[src/rtl/ex_div_if.sv]
// Operand/result bundle between the EX stage and the radix-2 divider.
// The EX stage drives through the master modport; the divider uses the slave modport.
interface ex_div_if #(
  parameter int unsigned WIDTH = 32
);
  logic                   signed_div_i;
  logic [WIDTH-1:0]       opdata1_i;
  logic [WIDTH-1:0]       opdata2_i;
  logic                   start_i;
  logic                   annul_i;
  logic [2*WIDTH-1:0]     result_o;
  logic                   ready_o;
  logic                   stall_req_o;

  modport master (
    output signed_div_i, opdata1_i, opdata2_i, start_i, annul_i,
    input  result_o, ready_o, stall_req_o
  );

  modport slave (
    input  signed_div_i, opdata1_i, opdata2_i, start_i, annul_i,
    output result_o, ready_o, stall_req_o
  );
endinterface

[src/rtl/ex_div.sv]
// Multi-cycle restoring radix-2 divider for DIV/DIVU in the EX stage.
// Produces {remainder, quotient} and holds the pipeline through its stall request.
module ex_div #(
  parameter int unsigned WIDTH = 32
) (
  input  logic     clk,
  input  logic     reset,
  ex_div_if.slave  bus
);

  localparam int unsigned W  = WIDTH;
  localparam int unsigned CW = (W > 1) ? $clog2(W) : 1;
  localparam logic [CW-1:0] LAST_STEP = CW'(W - 1);

  typedef enum logic [1:0] {
    S_FREE    = 2'd0,
    S_BY_ZERO = 2'd1,
    S_ON      = 2'd2,
    S_END     = 2'd3
  } state_t;

  state_t           r_state;
  logic [CW-1:0]    r_cnt;
  logic [W-1:0]     r_dividend;
  logic [W-1:0]     r_divisor;
  logic [W-1:0]     r_rem;
  logic             r_q_neg;
  logic             r_r_neg;
  logic [2*W-1:0]   r_result;
  logic             r_ready;

  logic             w_op1_neg;
  logic             w_op2_neg;
  logic [W-1:0]     w_op1_abs;
  logic [W-1:0]     w_op2_abs;
  logic [W:0]       w_shifted;
  logic [W:0]       w_diff;
  logic             w_qbit;
  logic [W-1:0]     w_rem_next;
  logic [W-1:0]     w_quot_next;
  logic [W-1:0]     w_quot_fin;
  logic [W-1:0]     w_rem_fin;

  // Magnitudes and signs only matter for signed division
  assign w_op1_neg = bus.signed_div_i & bus.opdata1_i[W-1];
  assign w_op2_neg = bus.signed_div_i & bus.opdata2_i[W-1];
  assign w_op1_abs = w_op1_neg ? (~bus.opdata1_i + W'(1)) : bus.opdata1_i;
  assign w_op2_abs = w_op2_neg ? (~bus.opdata2_i + W'(1)) : bus.opdata2_i;

  // One restoring step; the dividend register doubles as the quotient shift register
  assign w_shifted   = {r_rem, r_dividend[W-1]};
  assign w_diff      = w_shifted - {1'b0, r_divisor};
  assign w_qbit      = ~w_diff[W];
  assign w_rem_next  = w_qbit ? w_diff[W-1:0] : w_shifted[W-1:0];
  assign w_quot_next = {r_dividend[W-2:0], w_qbit};
  assign w_quot_fin  = r_q_neg ? (~w_quot_next + W'(1)) : w_quot_next;
  assign w_rem_fin   = r_r_neg ? (~w_rem_next + W'(1)) : w_rem_next;

  assign bus.result_o    = r_result;
  assign bus.ready_o     = r_ready;
  assign bus.stall_req_o = bus.start_i & ~r_ready & ~bus.annul_i;

  always_ff @(posedge clk or posedge reset) begin
    if (reset) begin
      r_state    <= S_FREE;
      r_cnt      <= '0;
      r_dividend <= '0;
      r_divisor  <= '0;
      r_rem      <= '0;
      r_q_neg    <= 1'b0;
      r_r_neg    <= 1'b0;
      r_result   <= '0;
      r_ready    <= 1'b0;
    end else if (bus.annul_i) begin
      r_state <= S_FREE;
      r_ready <= 1'b0;
    end else begin
      case (r_state)
        S_FREE: begin
          if (bus.start_i) begin
            if (bus.opdata2_i == '0) begin
              r_state <= S_BY_ZERO;
            end else begin
              r_state    <= S_ON;
              r_dividend <= w_op1_abs;
              r_divisor  <= w_op2_abs;
              r_rem      <= '0;
              r_q_neg    <= w_op1_neg ^ w_op2_neg;
              r_r_neg    <= w_op1_neg;
              r_cnt      <= '0;
            end
          end
        end
        S_BY_ZERO: begin
          r_result <= '0;
          r_ready  <= 1'b1;
          r_state  <= S_END;
        end
        S_ON: begin
          r_rem      <= w_rem_next;
          r_dividend <= w_quot_next;
          r_cnt      <= r_cnt + CW'(1);
          if (r_cnt == LAST_STEP) begin
            r_result <= {w_rem_fin, w_quot_fin};
            r_ready  <= 1'b1;
            r_state  <= S_END;
          end
        end
        S_END: begin
          if (!bus.start_i) begin
            r_ready <= 1'b0;
            r_state <= S_FREE;
          end
        end
        default: r_state <= S_FREE;
      endcase
    end
  end

endmodule

[src/flat_wrapper.sv]
// flat-port wrapper written by rule: the top's interface ports become plain ports
module ex_div_flat 
#(
  parameter int unsigned WIDTH = 32
)
  (clk, reset, bus_signed_div_i, bus_opdata1_i, bus_opdata2_i, bus_start_i, bus_annul_i, bus_result_o, bus_ready_o, bus_stall_req_o);
  ex_div_if #(.WIDTH(WIDTH)) bus_i ();
  input  logic clk;
  input  logic reset;
  input wire logic [$bits(bus_i.signed_div_i)-1:0] bus_signed_div_i;
  input wire logic [$bits(bus_i.opdata1_i)-1:0] bus_opdata1_i;
  input wire logic [$bits(bus_i.opdata2_i)-1:0] bus_opdata2_i;
  input wire logic [$bits(bus_i.start_i)-1:0] bus_start_i;
  input wire logic [$bits(bus_i.annul_i)-1:0] bus_annul_i;
  output wire logic [$bits(bus_i.result_o)-1:0] bus_result_o;
  output wire logic [$bits(bus_i.ready_o)-1:0] bus_ready_o;
  output wire logic [$bits(bus_i.stall_req_o)-1:0] bus_stall_req_o;
  assign bus_i.signed_div_i = bus_signed_div_i;
  assign bus_i.opdata1_i = bus_opdata1_i;
  assign bus_i.opdata2_i = bus_opdata2_i;
  assign bus_i.start_i = bus_start_i;
  assign bus_i.annul_i = bus_annul_i;
  assign bus_result_o = bus_i.result_o;
  assign bus_ready_o = bus_i.ready_o;
  assign bus_stall_req_o = bus_i.stall_req_o;
  ex_div #(.WIDTH(WIDTH)) u_core (.clk(clk), .reset(reset), .bus(bus_i));
endmodule
[config.mk]
export PLATFORM = sky130hd
export DESIGN_NAME = ex_div_flat
export DESIGN_NICKNAME = d
export VERILOG_FILES = /design/src/rtl/ex_div_if.sv /design/src/rtl/ex_div.sv /design/src/flat_wrapper.sv
export SDC_FILE = /design/constraint.sdc
export NUM_CORES = 1
export LEC_CHECK = 0
export ABC_CLOCK_PERIOD_IN_PS = 5600
export CORE_ASPECT_RATIO = 0.5
export CORE_MARGIN = 3
export CORE_UTILIZATION = 52
export DETAILED_ROUTE_END_ITERATION = 10
export GPL_TIMING_DRIVEN = 0
export PLACE_DENSITY = 0.77
export SLEW_MARGIN = 40
export SYNTH_ARGS = -nofsm -noshare
export SYNTH_HDL_FRONTEND = slang
export SYNTH_SLANG_ARGS = --single-unit
[constraint.sdc]
create_clock -name clk -period 5.6 [get_ports clk]
set_input_delay 1.4 -clock clk [delete_from_list [all_inputs] [get_ports clk]]
set_output_delay 1.4 -clock clk [all_outputs]
set_load 0.02 [all_outputs]
==> flow_metrics.env, run 1 <==
export IMPL_status="completed"
export IMPL_grt_use_total=0.323
export IMPL_drt_wl_total_mm=40.5
export IMPL_r2r_end="u_core.bus.result_o[26]"
export IMPL_grt_pass1_wl_mm=65.0
export IMPL_arrival_ps=5680
export IMPL_critPathKind="reg2reg"
export IMPL_rsz0062_at_grt="no"
export IMPL_wire_per_inst_um=20.2
export IMPL_placed_area_mm2=0.0141
export IMPL_synth_compound_area_frac=0.242
export IMPL_maxCapViolations=0
export IMPL_core_region_area_mm2=0.0223
export IMPL_final_cell_area_mm2=0.0149
export IMPL_synth_ff_type="dfrtp_1"
export IMPL_io_pins=135
export IMPL_async_reset_ff_frac=1.00
export IMPL_pwr_share_comb=0.453
export IMPL_htreeDepth=4
export IMPL_hold_viol=0
export IMPL_die_h_um=114
export IMPL_dp_hpwl_mm=31.7
export IMPL_clock_skew_ps=14.7
export IMPL_cp_endpoint="u_core.bus.result_o[26]"
export IMPL_fin_total_pwr_mw=5.21
export IMPL_ys_seq_area_frac=0.349
export IMPL_die_x_um=222
export IMPL_clkPwrFrac=0.219
export IMPL_switchingPower_mw=2.31
export IMPL_fmax_mhz=187
export IMPL_ys_ff_latch=170
export IMPL_cts_sinks=170
export IMPL_crit_buf_inv=6
export IMPL_row_count=38
export IMPL_p_sw_frac=0.443
export IMPL_min_period_ps=5340
export IMPL_synth_top_family_by_area="compound AO/OA/AOI/OAI gates"
export IMPL_crit_slowest_cell="or4_4"
export IMPL_synth_top_cell_by_area="dfrtp_1"
export IMPL_crit_required_ps=5940
export IMPL_min_path_type="reg2reg"
export IMPL_synth_xor_xnor_area_share=0.0942
export IMPL_power_frac_seq=0.328
export IMPL_worst_pin_slew_ps=868
export IMPL_setup_violations=0
export IMPL_synth_area_per_cell_um2=7.95
export IMPL_layout_drive_gt1_share=0.0667
export IMPL_p_int_mw=2.90
export IMPL_ys_top_cells_by_count="230 x nand2_1, 198 x o21ai_0, 170 x dfrtp_1"
export IMPL_slew_violations=0
export IMPL_reg2reg_from="u_core.r_dividend[31]"
export IMPL_slowest_delay_ps=560
export IMPL_final_cells=2010
export IMPL_synthMuxAreaShare=0.0230
export IMPL_firstDrtPassIters=5
export IMPL_r2r_slack_ps=260
export IMPL_synth_adder_area_share=0.0448
export IMPL_fill_cells=1839
export IMPL_synthSimpleGateAreaFrac=0.201
export IMPL_worst_path_max_fanout=16
export IMPL_synth_most_common_cell="nand2_1"
export IMPL_nets=1808
export IMPL_vdd_drop_max_mv=0.216
export IMPL_place_congestion=0.964
export IMPL_cts_root_buf="clkbuf_16"
export IMPL_grt_max_degree=28
export IMPL_crit_path_frequent_cell="inv_1"
export IMPL_startpoint_type="flip-flop"
export IMPL_crit_chain="inv_1 > ha_1 > inv_1 > fa_1 > a211oi_2 > o211ai_2 > nand3_4 > a21oi_4 > buf_12 > nor3_4 > nor2_8 > inv_6 > buf_6 > buf_4 > ha_2 > nand4b_1 > or4_4 > or3_1 > nand2b_2 > o41ai_4 > xor2_1 > o21ai_0"
export IMPL_p_leak_nw=6.20
export IMPL_antenna_found_initial=1
export IMPL_dp_cells=1972
export IMPL_cts_tree="done"
export IMPL_clk_latency_ps=460
export IMPL_critPathTopFamily="simple AND/OR/NAND/NOR gates"
export IMPL_portBuffers=133
export IMPL_grt_pass1_vias=12100
export IMPL_endpoint_kind="flip-flop"
export IMPL_postCtsHoldBufs=0
export IMPL_clkTransAtPathRegs_ps=70
export IMPL_period_share=0.954
export IMPL_ant_nets=0
export IMPL_synth_edf_count=0
export IMPL_power_density_mw_per_mm2=350
export IMPL_syn_instance_count=1532
export IMPL_syn_to_final_growth_pct=22.2
export IMPL_cts_made_buffers=17
export IMPL_grt_overflow=0
export IMPL_clock_path_buffers=2
export IMPL_num_vias=12400
export IMPL_reg2reg_depth=22
export IMPL_initial_core_util=0.545
export IMPL_synthTopCellsByArea="dfrtp_1 35%, o21ai_0 8.1%, nand2_1 7.1%"
export IMPL_synth_cell_types=75
export IMPL_cp_depth=22
export IMPL_drtIter0Drc=1436
export IMPL_drc=0
export IMPL_syn_area_mm2=0.0122
export IMPL_crit_start="u_core.r_dividend[31]"
export IMPL_slew_headroom=0.422
export IMPL_synth_top_cell_area_share=0.349
export IMPL_die_area_mm2=0.0254
export IMPL_yosysWarnings=0
export IMPL_syn_nets=1644
export IMPL_viasPerCell=6.17
-- layout make-up --
cell class,instances,area [um2],area share
Multi-Input combinational cell,1226,7560,0.508
Sequential cell,170,4250,0.286
Timing Repair Buffer,148,1570,0.106
Tap cell,300,375,0.0252
Clock inverter,11,85.1,0.00572
Buffer,75,347,0.0233
Antenna cell,1,2.50,0.000168
Inverter,58,226,0.0152
Clock buffer,21,460,0.0309
-- worst register-to-register path, cell delays in order, from the launching register on --
cell,delay [ps]
dfrtp_1,400
inv_1,100
ha_1,160
inv_1,60
fa_1,450
a211oi_2,290
o211ai_2,190
nand3_4,150
a21oi_4,90
buf_12,140
nor3_4,280
nor2_8,100
inv_6,170
buf_6,190
buf_4,210
ha_2,250
nand4b_1,190
or4_4,560
or3_1,410
nand2b_2,270
o41ai_4,290
xor2_1,180
o21ai_0,90
-- worst min path at each step --
stage / start / cells after the start / to / slack, ps
finish: u_core.bus.result_o[29] / 2 / u_core.bus.result_o[29] / 490
global placement: u_core.r_cnt[4] / 2 / u_core.r_cnt[4] / 460
CTS: u_core.bus.result_o[40] / 2 / u_core.bus.result_o[40] / 490
detailed placement: u_core.bus.result_o[29] / 2 / u_core.bus.result_o[29] / 470
floorplan: u_core.r_cnt[4] / 2 / u_core.r_cnt[4] / 450
global route: u_core.r_divisor[1] / 2 / u_core.r_divisor[1] / 510
-- repair_timing --
| item | CTS | global route |
|---|---|---|
| setup endpoints to repair | 24 | 64 |
| buffers inserted | 3 | 5 |
| pin swaps | 4 | 7 |
| gates resized for setup | 25 | 21 |
-- cells in the final DEF (no fill, tap or decap), drive strengths merged, types with 8 or more instances in the layout --
cell	count
o21ai	204
nor3	35
a31oi	12
a211oi	8
nand2b	8
nand3	21
inv	61
o211ai	9
clkdlybuf4s50	133
nand2	230
xor2	65
and2	10
a21o	15
o31ai	25
nand4	11
ha	42
dfrtp	170
or3	25
or4	14
nor4	16
a21oi	150
clkbuf	68
nor2	112
buf	43
xnor2	66
mux2i	28
o41ai	15
-- stage by stage --
stage	utilization	hold slack (ps)	setup TNS [ps]	worst slack [ps]
6_report	0.666	485	0	259
4_1_cts	0.660	489	0	12.6
5_1_grt	0.666	512	0	13.3
3_3_place_gp	0.622	465	-19900	-1350
3_5_place_dp	0.630	473	-30920	-1520
2_1_floorplan	-	445	0	234
-- sequential cells by signal, summed over array words and instances, names as in the netlist --
| signal | count |
|---|---|
| u_core.r_divisor | 32 |
| u_core.r_q_neg | 1 |
| u_core.r_state | 2 |
| u_core.r_cnt | 5 |
| u_core.r_dividend | 32 |
| u_core.r_rem | 32 |
| u_core.bus.ready_o | 1 |
| u_core.r_r_neg | 1 |
| u_core.bus.result_o | 64 |
-- logic make-up after synthesis --
group / Yosys count
flip-flops: 170
buffers and inverters: 136
AND/OR/NAND/NOR: 526
multiplexers: 28
AO/OA/AOI/OAI: 498
adder cells (fa/ha/maj): 43
XOR/XNOR: 131
-- metal layers --
layer,GRT usage,part of all wire
met2,0.509,0.45
met5,0,0
met3,0.0635,0.080
met4,0.104,0.020
met1,0.451,0.45
-- power groups by stage --
stage                     Sequential (mW)  Combinational [mW]  Clock (mW)
after floorplan                      1.64                1.60           0
after global placement               1.70                2.15           0
after detailed placement             1.71                2.23           0
after CTS                            1.69                2.28        1.15
after global routing                 1.74                2.61        1.21
final                                1.71                2.36        1.14
Power figures use the tool's default switching activity.
==> inputs of run 2 (changes only) <==
--- a/config.mk
+++ b/config.mk
@@ -12,6 +12,7 @@
 export DETAILED_ROUTE_END_ITERATION = 10
 export GPL_TIMING_DRIVEN = 0
 export PLACE_DENSITY = 0.77
+export SETUP_SLACK_MARGIN = 0.1
 export SLEW_MARGIN = 40
 export SYNTH_ARGS = -nofsm -noshare
 export SYNTH_HDL_FRONTEND = slang
==> run 2 against run 1 <==
  * Clock skew decreased by 2.2 ps
  * Cell area up 0.26%
  * Maximum frequency is 0.26% lower
  * First-iteration DRC count is 2.2% lower
  * Setup slack got worse by 14 ps
  * Register-to-register slack about the same
  * Power up 0.28%
  * Global-route usage is essentially flat
==> flow_metrics.env, run 2 (synthesized netlist as in run 1, its figures left out) <==
export IMPL_vdd_drop_max_mv=0.215
export IMPL_drtIter0Drc=1405
export IMPL_worst_path_max_fanout=10
export IMPL_drc=0
export IMPL_arrival_ps=5700
export IMPL_cts_sinks=170
export IMPL_hold_viol=0
export IMPL_fin_ws_ps=245
export IMPL_nets=1809
export IMPL_row_count=38
export IMPL_fmax_mhz=187
export IMPL_setup_violations=0
export IMPL_clkTransAtPathRegs_ps=70
export IMPL_placed_area_mm2=0.0141
export IMPL_worst_pin_slew_ps=854
export IMPL_critPathKind="reg2reg"
export IMPL_syn_to_final_growth_pct=22.5
export IMPL_clk_latency_ps=460
export IMPL_htreeDepth=4
export IMPL_dp_hpwl_mm=31.7
export IMPL_grt_max_degree=28
export IMPL_crit_required_ps=5950
export IMPL_layout_drive_gt1_share=0.0708
export IMPL_grt_use_total=0.323
export IMPL_status="completed"
export IMPL_grt_pass1_wl_mm=65.0
export IMPL_slowest_delay_ps=410
export IMPL_grt_pass1_vias=12100
export IMPL_antenna_found_initial=1
export IMPL_core_region_area_mm2=0.0223
export IMPL_place_congestion=0.964
export IMPL_num_vias=12400
export IMPL_power_density_mw_per_mm2=350
export IMPL_p_leak_nw=6.22
export IMPL_wire_per_inst_um=20.2
export IMPL_min_period_ps=5350
export IMPL_largest_register_ffs=64
export IMPL_startpoint_type="flip-flop"
export IMPL_portBuffers=133
export IMPL_final_cell_area_mm2=0.0149
export IMPL_mostFrequentLayoutCells="230 x nand2_1, 198 x o21ai_0, 169 x dfrtp_1, 143 x a21oi_1, 133 x clkdlybuf4s50_1"
export IMPL_place_ws_ps=-1520
export IMPL_rsz0062_at_grt="yes"
export IMPL_postCtsHoldBufs=0
export IMPL_slew_violations=0
export IMPL_period_share=0.956
export IMPL_cts_made_buffers=17
export IMPL_grt_overflow=0
export IMPL_viasPerCell=6.17
export IMPL_timing_hold_ws_ps=485
export IMPL_cts_tree="done"
export IMPL_layout_commonest_cell="nand2_1"
export IMPL_die_h_um=114
export IMPL_drt_wl_total_mm=40.7
export IMPL_die_area_mm2=0.0254
export IMPL_cts_root_buf="clkbuf_16"
export IMPL_ant_nets=0
export IMPL_slew_headroom=0.431
export IMPL_io_pins=135
export IMPL_crit_slowest_cell="dfrtp_1"
export IMPL_firstDrtPassIters=6
export IMPL_die_x_um=222
export IMPL_r2r_slack_ps=250
export IMPL_initial_core_util=0.545
export IMPL_maxCapViolations=0
export IMPL_min_path_type="reg2reg"
export IMPL_endpoint_kind="flip-flop"
export IMPL_clock_path_buffers=2
export IMPL_clock_skew_ps=12.5
export IMPL_crit_chain="inv_1 > ha_1 > inv_1 > fa_2 > a211oi_4 > o211ai_2 > nand3_4 > a21oi_4 > o31a_1 > buf_6 > nor2_8 > buf_12 > buf_8 > buf_12 > mux2i_4 > ha_2 > nand2_1 > nor3_4 > and2_1 > and4_2 > o221ai_2 > nor4b_2 > o21ai_0 > a32o_1"
-- run 2: changes by cell type in the layout (fill, tap and decap cells not counted), moves of 2 or more --
cell	previous run	this run
buf_6	3	1
clkbuf_1	47	45
buf_4	9	11
a21oi_2	4	6
clkbuf_2	2	4
nor2b_2	2	0
a21oi_1	145	143
nor2b_1	3	5
-- run 2: worst paths after layout --
check / startpoint / endpoint / cells past startpoint
worst max-delay path: u_core.r_dividend[31] / u_core.bus.result_o[62] / 24
worst min-delay path: u_core.bus.result_o[29] / u_core.bus.result_o[29] / 2
worst max register to register: u_core.r_dividend[31] / u_core.bus.result_o[62] / 24
worst min register to register: u_core.bus.result_o[29] / u_core.bus.result_o[29] / 2
max in group asynchronous: reset / u_core.r_divisor[25] / 6
min in group asynchronous: reset / u_core.bus.result_o[24] / 2
-- run 2: stage by stage --
stage	instances	power, mW	TNS (ps)	utilization
final	2011	5.23	0	0.668
after global routing	2010	5.57	0	0.668
after detailed placement	1972	3.94	-30920	0.630
after global placement	1965	3.85	-19900	0.622
after floorplan	1532	3.25	0	-
after CTS	2005	5.13	0	0.661
-- run 2: repair_timing --
action                                  in CTS  in global routing
pin swaps                                    5                 11
endpoints found under the setup margin      27                 91
gates resized for setup                     28                 31
hold endpoints to repair                     0                  0
buffers inserted                             3                  5
-- run 2: power breakdown --
group	total [mW]	switching (mW)	internal (mW)
sequential	1.71	0.245	1.46
combinational	2.37	1.52	0.850
clock	1.14	0.545	0.596
total	5.23	2.31	2.91
-- run 2: critical path: cells and delay by family (launching register included) --
kind | cells | cell delay [ps]
and+or+nand+nor | 7 | 1590
buffers and inverters | 6 | 810
AOI/OAI and AO/OA | 7 | 1390
muxes | 1 | 260
DFF | 1 | 410
adders and majority gates | 3 | 770
-- run 2: layout make-up --
| type | instances | area [um2] |
|---|---|---|
| diodes | 1 | 2.50 |
| plain buffers | 76 | 374 |
| clock buffers | 21 | 460 |
| clock inverters | 11 | 85.1 |
| fillers | 1830 | 7420 |
| inverters | 58 | 226 |
| multi-input cells | 1226 | 7580 |
| flip-flops and latches | 170 | 4260 |
| well taps | 300 | 375 |
| repair buffers | 148 | 1560 |
-- run 2: metal layers --
layer / wire length [um] / vias to the layer above / GRT usage / share of wire
li1: - / 5818 / - / -
met1: 18500 / 5988 / 0.451 / 0.45
met2: 18300 / 537 / 0.511 / 0.45
met3: 3090 / 72 / 0.0635 / 0.076
met4: 906 / 0 / 0.103 / 0.022
met5: 0 / - / 0 / 0
